--- src/rtl/voter4_pkg.sv ---
// Shared types and constants for the 4-member voting session controller.
// Contents: state_t session state enum, voter count and tally width,
// and a popcount helper used to add several simultaneous yes votes.
package voter4_pkg;

    localparam int N_VOTERS = 4;
    localparam int CNT_W    = 3;

    typedef enum logic [1:0] {
        IDLE  = 2'd0,
        OPEN  = 2'd1,
        TALLY = 2'd2,
        SHOW  = 2'd3
    } state_t;

    function automatic logic [CNT_W-1:0] count_ones(input logic [N_VOTERS-1:0] v);
        logic [CNT_W-1:0] c;
        c = '0;
        for (int i = 0; i < N_VOTERS; i++) begin
            c = c + CNT_W'(v[i]);
        end
        return c;
    endfunction

endpackage

--- src/rtl/voter4_win_timer.sv ---
// Loadable down-counter with terminal-count flag, shared by the vote window
// and the result display period.
// Ports:
//   clk, rst  - clock, synchronous active-high reset (count -> 0)
//   load      - load load_val this cycle (takes priority over counting)
//   load_val  - value to load; a period of N cycles is loaded as N-1
//   tc        - high while the count is zero
module voter4_win_timer #(
    parameter int W = 4
) (
    input  logic         clk,
    input  logic         rst,
    input  logic         load,
    input  logic [W-1:0] load_val,
    output logic         tc
);

    logic [W-1:0] count;

    always_ff @(posedge clk) begin
        if (rst) begin
            count <= '0;
        end else if (load) begin
            count <= load_val;
        end else if (count != '0) begin
            count <= count - 1'b1;
        end
    end

    assign tc = (count == '0);

endmodule

--- src/rtl/voter4_session_ctrl.sv ---
// Voting session controller around a 4-input majority vote.
// A start edge opens a timed window; each member casts one yes/no vote;
// the window closes on timeout or once all four have voted; the result is
// shown on led for a display period, then the block returns to idle.
//
// Optional build macro: VOTER4_SESSION_TIE_EN adds the tie output and
// forces led low on a 2 yes / 2 no result.
//
// Ports:
//   clk, rst     - clock, synchronous active-high reset
//   start        - session request, acted on at its rising edge in IDLE
//   vote_req     - per-member cast strobe, acted on at rising edge in OPEN
//   vote_val     - per-member vote value (1 = yes), sampled with vote_req
//   busy         - session in progress (OPEN, TALLY, SHOW)
//   window_open  - vote window open
//   voted        - members that have cast in the current session
//   yes_cnt      - yes votes cast so far
//   led          - pass indicator, valid in SHOW
//   done         - one-cycle pulse in the first SHOW cycle
//   tie          - (macro only) 2/2 split, held through SHOW
//
// state | meaning
// IDLE  | waiting for start edge, led forced low
// OPEN  | vote window running, votes latched
// TALLY | one cycle, pass/tie decision registered
// SHOW  | result displayed for SHOW_CYCLES, results frozen
module voter4_session_ctrl
    import voter4_pkg::*;
#(
    parameter int WIN_CYCLES  = 12000000,
    parameter int SHOW_CYCLES = 24000000,
    parameter int PASS_TH     = 3
) (
    input  logic                clk,
    input  logic                rst,
    input  logic                start,
    input  logic [N_VOTERS-1:0] vote_req,
    input  logic [N_VOTERS-1:0] vote_val,
    output logic                busy,
    output logic                window_open,
    output logic [N_VOTERS-1:0] voted,
    output logic [CNT_W-1:0]    yes_cnt,
    output logic                led,
    output logic                done
`ifdef VOTER4_SESSION_TIE_EN
    ,
    output logic                tie
`endif
);

    localparam int MAX_CYC = (WIN_CYCLES > SHOW_CYCLES) ? WIN_CYCLES : SHOW_CYCLES;
    localparam int TW      = (MAX_CYC > 1) ? $clog2(MAX_CYC) : 1;

    localparam logic [TW-1:0]    WIN_LOAD  = TW'(WIN_CYCLES - 1);
    localparam logic [TW-1:0]    SHOW_LOAD = TW'(SHOW_CYCLES - 1);
    localparam logic [CNT_W-1:0] PASS_C    = CNT_W'(PASS_TH);

    state_t state, state_next;

    logic                start_prev;
    logic [N_VOTERS-1:0] req_prev;
    logic                start_edge;
    logic [N_VOTERS-1:0] new_cast;
    logic [CNT_W-1:0]    new_yes;

    logic          timer_load;
    logic [TW-1:0] timer_val;
    logic          timer_tc;

    // History registers reset to 1 so a level already high at reset
    // release is not mistaken for an edge.
    assign start_edge = start & ~start_prev;
    assign new_cast   = vote_req & ~req_prev & ~voted;
    assign new_yes    = count_ones(new_cast & vote_val);

    assign busy        = (state != IDLE);
    assign window_open = (state == OPEN);

    voter4_win_timer #(
        .W (TW)
    ) u_timer (
        .clk      (clk),
        .rst      (rst),
        .load     (timer_load),
        .load_val (timer_val),
        .tc       (timer_tc)
    );

    always_ff @(posedge clk) begin
        if (rst) begin
            state <= IDLE;
        end else begin
            state <= state_next;
        end
    end

    always_comb begin
        state_next = state;
        timer_load = 1'b0;
        timer_val  = '0;
        case (state)
            IDLE:    if (start_edge) state_next = OPEN;
            // Early close looks at the registered voted vector, so the
            // window closes the cycle after the fourth vote lands.
            OPEN:    if (timer_tc || (voted == '1)) state_next = TALLY;
            TALLY:   state_next = SHOW;
            SHOW:    if (timer_tc) state_next = IDLE;
            default: state_next = IDLE;
        endcase
        // The timer restarts on every state change; a period of N cycles
        // is loaded as N-1 so tc coincides with the last cycle.
        if (state_next != state) begin
            timer_load = 1'b1;
            if (state_next == OPEN) begin
                timer_val = WIN_LOAD;
            end else if (state_next == SHOW) begin
                timer_val = SHOW_LOAD;
            end
        end
    end

`ifdef VOTER4_SESSION_TIE_EN
    logic tie_now;
    // A tie needs every member to have voted: 2 yes against 2 no.
    assign tie_now = (voted == '1) && (yes_cnt == CNT_W'(N_VOTERS / 2));
`endif

    always_ff @(posedge clk) begin
        if (rst) begin
            start_prev <= 1'b1;
            req_prev   <= '1;
            voted      <= '0;
            yes_cnt    <= '0;
            led        <= 1'b0;
            done       <= 1'b0;
`ifdef VOTER4_SESSION_TIE_EN
            tie        <= 1'b0;
`endif
        end else begin
            start_prev <= start;
            req_prev   <= vote_req;
            done       <= (state == TALLY);
            case (state)
                IDLE: begin
                    led <= 1'b0;
`ifdef VOTER4_SESSION_TIE_EN
                    tie <= 1'b0;
`endif
                    if (start_edge) begin
                        voted   <= '0;
                        yes_cnt <= '0;
                    end
                end
                OPEN: begin
                    voted   <= voted | new_cast;
                    yes_cnt <= yes_cnt + new_yes;
                end
                TALLY: begin
`ifdef VOTER4_SESSION_TIE_EN
                    tie <= tie_now;
                    led <= (yes_cnt >= PASS_C) && !tie_now;
`else
                    led <= (yes_cnt >= PASS_C);
`endif
                end
                SHOW: begin
                    if (timer_tc) begin
                        led <= 1'b0;
`ifdef VOTER4_SESSION_TIE_EN
                        tie <= 1'b0;
`endif
                    end
                end
                default: ;
            endcase
        end
    end

endmodule

--- config.mk ---
export PLATFORM = sky130hd
export DESIGN_NAME = voter4_session_ctrl
export DESIGN_NICKNAME = d
export VERILOG_FILES = /design/src/rtl/voter4_pkg.sv /design/src/rtl/voter4_win_timer.sv /design/src/rtl/voter4_session_ctrl.sv
export SDC_FILE = /design/constraint.sdc
export NUM_CORES = 1
export LEC_CHECK = 0
export BUFFER_PORTS_ARGS = -buffer_cell sky130_fd_sc_hd__clkbuf_2
export CAP_MARGIN = 20
export CORE_ASPECT_RATIO = 0.75
export CORE_MARGIN = 2
export CORE_UTILIZATION = 55
export CTS_BUF_LIST = sky130_fd_sc_hd__clkbuf_2
export DETAILED_ROUTE_END_ITERATION = 7
export HOLD_SLACK_MARGIN = 0.15
export PLACE_DENSITY = 0.76
export SLEW_MARGIN = 20
export SYNTH_ARGS = -nofsm -noshare
export SYNTH_HDL_FRONTEND = slang
export SYNTH_SLANG_ARGS = --single-unit
--- constraint.sdc ---
create_clock -name clk -period 2.58 [get_ports clk]
set_input_delay 0.387 -clock clk [delete_from_list [all_inputs] [get_ports clk]]
set_output_delay 0.387 -clock clk [all_outputs]
set_load 0.05 [all_outputs]
==> results_tabular.tex <==
\begin{tabular}{lr}
\hline
Metric & Value \\
\hline
\multicolumn{2}{l}{\textbf{Setup path}} \\
Crit path launch type & flop \\
Largest fanout of any net on the critical path & 21 \\
CP endpoint kind & flop \\
Kind of critical path & flop to flop \\
Required time at the endpoint of the critical path & 2.88 ns \\
Endpoint of the worst-slack reg-to-reg timing path & u\_timer.count[21]\$\_SDFFE\_PP0P\_ \\
R2r startpoint & u\_timer.count[18]\$\_SDFFE\_PP0P\_ \\
Worst reg-to-reg setup slack & 0.15 ns \\
Number of cells on the worst reg-to-reg path & 7 \\
Crit path arrival time & 2.73 ns \\
\multicolumn{2}{l}{\textbf{Floorplan}} \\
Area of the die & 4068 um2 \\
I/O pin count & 22 \\
Overall die width & 72.99 um \\
Die span in y & 55.74 um \\
CORE AREA & 3356 um2 \\
Placement row count & 18 \\
Initial cell density of the core & 0.5850 \\
\multicolumn{2}{l}{\textbf{Final layout}} \\
Signed area change from the synthesized netlist to the final layout & 13.19\% \\
Fill cell count & 294 \\
Most frequent cells in the layout & sky130\_fd\_sc\_hd\_\_dfxtp\_1 (41), sky130\_fd\_sc\_hd\_\_a21oi\_1 (30), sky130\_fd\_sc\_hd\_\_nand2\_1 (29) \\
Number of standard cells in the layout, taps in and fillers out & 303 \\
Ant. Diodes & 0 \\
Final net count & 277 \\
Fraction of layout cells with a size suffix above 1 & 0.1901 \\
Most common library cell in the layout ignoring fill and taps & sky130\_fd\_sc\_hd\_\_dfxtp\_1 \\
\multicolumn{2}{l}{\textbf{Pwr}} \\
PwrDens & 1058 nW/um2 \\
Switch Pwr & 987.2 uW \\
Worst supply voltage drop on vdd & 610.6 uV \\
Part of the total power dissipated in the clock network & 0.111 \\
Reported leakage power & 0.9988 nW \\
Reg power frac & 0.399 \\
Switching power share of the total & 0.4198 \\
Power Total & 2.352 mW \\
Logic pwr share & 0.489 \\
Internal portion of total power & 1.365 mW \\
\multicolumn{2}{l}{\textbf{Clock tree}} \\
Post-CTS Resized & 0 \\
Clock Latency Late Sink & 0.41 ns \\
\# H-tree levels & 2 \\
Post-CTS setup buffer count & 0 \\
Total CTS buffers & 5 \\
CTS Hold Buffers Added & 0 \\
Total clock sinks & 41 \\
Clock tree from TritonCTS & done \\
Bufs on Longest Clock Path & 2 \\
Root Buffer Master & sky130\_fd\_sc\_hd\_\_clkbuf\_2 \\
Clock-pin slew on the worst setup and hold paths & 0.20 ns \\
\multicolumn{2}{l}{\textbf{Job}} \\
Reported max-cap violation count & 0 \\
\multicolumn{2}{l}{\textbf{GRT}} \\
Met2 track demand over resource in global routing & 0.3012 \\
Grt total ovfl & 0 \\
Maximum number of pins on one net before global-route repair & 22 \\
Met1 routing resource usage after global routing & 0.3544 \\
Antenna violations before repair & 0 \\
Total global routing track utilization & 0.2259 \\
GR Util met3 & 0.04891 \\
Via count of the first global-routing pass & 1524 \\
Most used routing layer in global routing & met1 \\
First-pass GRT wire length & 7.217 mm \\
\multicolumn{2}{l}{\textbf{STA}} \\
Actual slew at the worst max-slew pin & 0.6156 ns \\
Sum of negative setup slack & 0 ns \\
Final clock period utilization by the worst path & 0.9416 \\
Final critical delay including setup and external delays & 2.429 ns \\
Clock skew & 0.01606 ns \\
Max-slew headroom at the worst pin & 0.5858 \\
Final Setup Violations & 0 \\
Final slew viol count & 0 \\
Maximum achievable frequency & 0.4116 GHz \\
Setup repair after global routing missed its margin & no \\
Final-report hold violation count & 0 \\
\multicolumn{2}{l}{\textbf{Route}} \\
Per-cell via count in the routed design & 5.710 \\
WL/cell & 13.82 um \\
Violation count after the first detailed-routing iteration & 112 \\
Total number of vias & 1730 \\
DR DRC count & 0 \\
Number of optimization iterations in the first detailed-route pass & 4 \\
Remaining antenna violation count & 0 \\
Drt total wl & 4.188 mm \\
\multicolumn{2}{l}{\textbf{Placement}} \\
Port buffer count & 21 \\
Post-DP HPWL & 3.028 mm \\
Post-placement cell count & 295 \\
Final estimated routing congestion in global placement & 0.8502 \\
\multicolumn{2}{l}{\textbf{Min path}} \\
HP Start & vote\_req[2] \\
Worst Hold Depth & 2 \\
Hold path endpoint & req\_prev[2]\$\_SDFF\_PP1\_ \\
Hold Path Class & input port to flop \\
\multicolumn{2}{l}{\textbf{Logic synthesis}} \\
Number of library cell types mapped by synthesis & 37 \\
Post-synthesis sequential area ratio & 0.4181 \\
Syn nets & 248 \\
Seq cells post-synth & 41 \\
Mean instance size in the synthesized netlist & 8.425 um2 \\
Number of warnings reported in the yosys synthesis log & 0 \\
Post-Syn Area & 1963 um2 \\
Instance count of the mapped netlist & 233 \\
\multicolumn{2}{l}{\textbf{Status}} \\
Status & completed \\
\hline
\end{tabular}
-- through the flow --
stage | utilization | worst slack, ns | instance area (um2) | hold slack, ns
after floorplan | - | 0.1686 | 1963 | 0.4661
after global placement | 0.6473 | 0.1979 | 2172 | 0.4816
after detailed placement | 0.6473 | 0.1634 | 2172 | 0.4890
after CTS | 0.6585 | 0.1058 | 2210 | 0.1695
after global routing | 0.6622 | 0.02528 | 2222 | 0.1642
final | 0.6622 | 0.1506 | 2222 | 0.1897
-- synth_stat cells (all sizes together) --
library cell,instances,area [um2]
nand3b,1,7.510
or3,5,31.28
a31oi,6,37.54
nand2,29,108.9
xnor2,6,52.55
nand3,3,15.01
clkbuf,5,18.77
nor4b,1,8.760
inv,13,48.80
dfxtp,41,820.8
nor2,19,71.32
a21oi,31,155.2
o21ai,4,20.02
fa,3,60.06
a21o,1,7.510
o311ai,1,8.760
nand4,1,6.260
nor3,8,40.04
or2,5,31.28
or4,4,30.03
o31a,1,8.760
nand4b,4,35.03
o31ai,2,15.01
ha,1,12.51
a31o,1,8.760
mux2i,1,10.01
nor3b,3,22.52
nand2b,2,12.51
o41ai,2,17.52
xor2,13,113.9
o21a,1,7.510
a311oi,2,23.77
buf,6,36.28
nor4,7,58.81
-- routing by layer --
layer  vias to the layer above  wire [um]
met5                         -          0
met4                         0         57
met3                         7        163
met2                        29       1713
met1                       815       2254
li1                        879          -
-- cells by family after synthesis --
group	share of synthesized area
DFF	0.4181
adders and majority gates	0.03697
and+or+nand+nor	0.2441
xor gates and xnor gates	0.08477
buffers and inverters	0.05290
AOI/OAI and AO/OA	0.1581
muxes	0.005099
-- state kept, by name, summed over array words and instances (netlist names) --
name and cells:
voted 4, req_prev 4, done 1, u_timer.count 25, start_prev 1, state 2
yes_cnt 3, led 1
-- power groups by stage --
stage / logic [mW] / registers (mW) / clock network (mW)
floorplan: 0.865 / 0.924 / 0
global placement: 1.11 / 0.945 / 0
detailed placement: 1.13 / 0.952 / 0
CTS: 1.14 / 0.937 / 0.269
global route: 1.29 / 0.965 / 0.300
finish: 1.15 / 0.939 / 0.262
-- worst max path at each step --
stage                                              start  depth (start not counted)                        endpoint  slack, ns
final                     u_timer.count[18]$_SDFFE_PP0P_                          7  u_timer.count[21]$_SDFFE_PP0P_       0.15
after global placement    u_timer.count[18]$_SDFFE_PP0P_                          7  u_timer.count[21]$_SDFFE_PP0P_       0.20
after CTS                 u_timer.count[18]$_SDFFE_PP0P_                          7   u_timer.count[6]$_SDFFE_PP0P_       0.11
after detailed placement  u_timer.count[18]$_SDFFE_PP0P_                          7  u_timer.count[17]$_SDFFE_PP0P_       0.16
after global routing      u_timer.count[18]$_SDFFE_PP0P_                          7   u_timer.count[1]$_SDFFE_PP0P_       0.03
after floorplan                    voted[0]$_SDFFE_PP0P_                          7         yes_cnt[1]$_SDFFE_PP0P_       0.17
-- critical path, cell delays in order (launching register included) --
cell and delay [ns]:
sky130_fd_sc_hd__dfxtp_1 0.39, sky130_fd_sc_hd__or4_1 0.58, sky130_fd_sc_hd__or3_1 0.40, sky130_fd_sc_hd__nor4_4 0.35, sky130_fd_sc_hd__buf_6 0.20, sky130_fd_sc_hd__a31o_2 0.19
sky130_fd_sc_hd__buf_12 0.15, sky130_fd_sc_hd__a21oi_1 0.05
-- cell type report --
| type | instances | area [um2] | share of cell area |
|---|---|---|---|
| repair buffers | 33 | 211.5 | 0.09516 |
| clock inverters | 3 | 12.51 | 0.005631 |
| inverters | 13 | 48.80 | 0.02196 |
| well taps | 40 | 50.05 | 0.02252 |
| flip-flops and latches | 41 | 820.8 | 0.3694 |
| clock buffers | 5 | 25.02 | 0.01126 |
| multi-input cells | 168 | 1054 | 0.4741 |
Note: power is estimated with default switching activity, not from simulation.
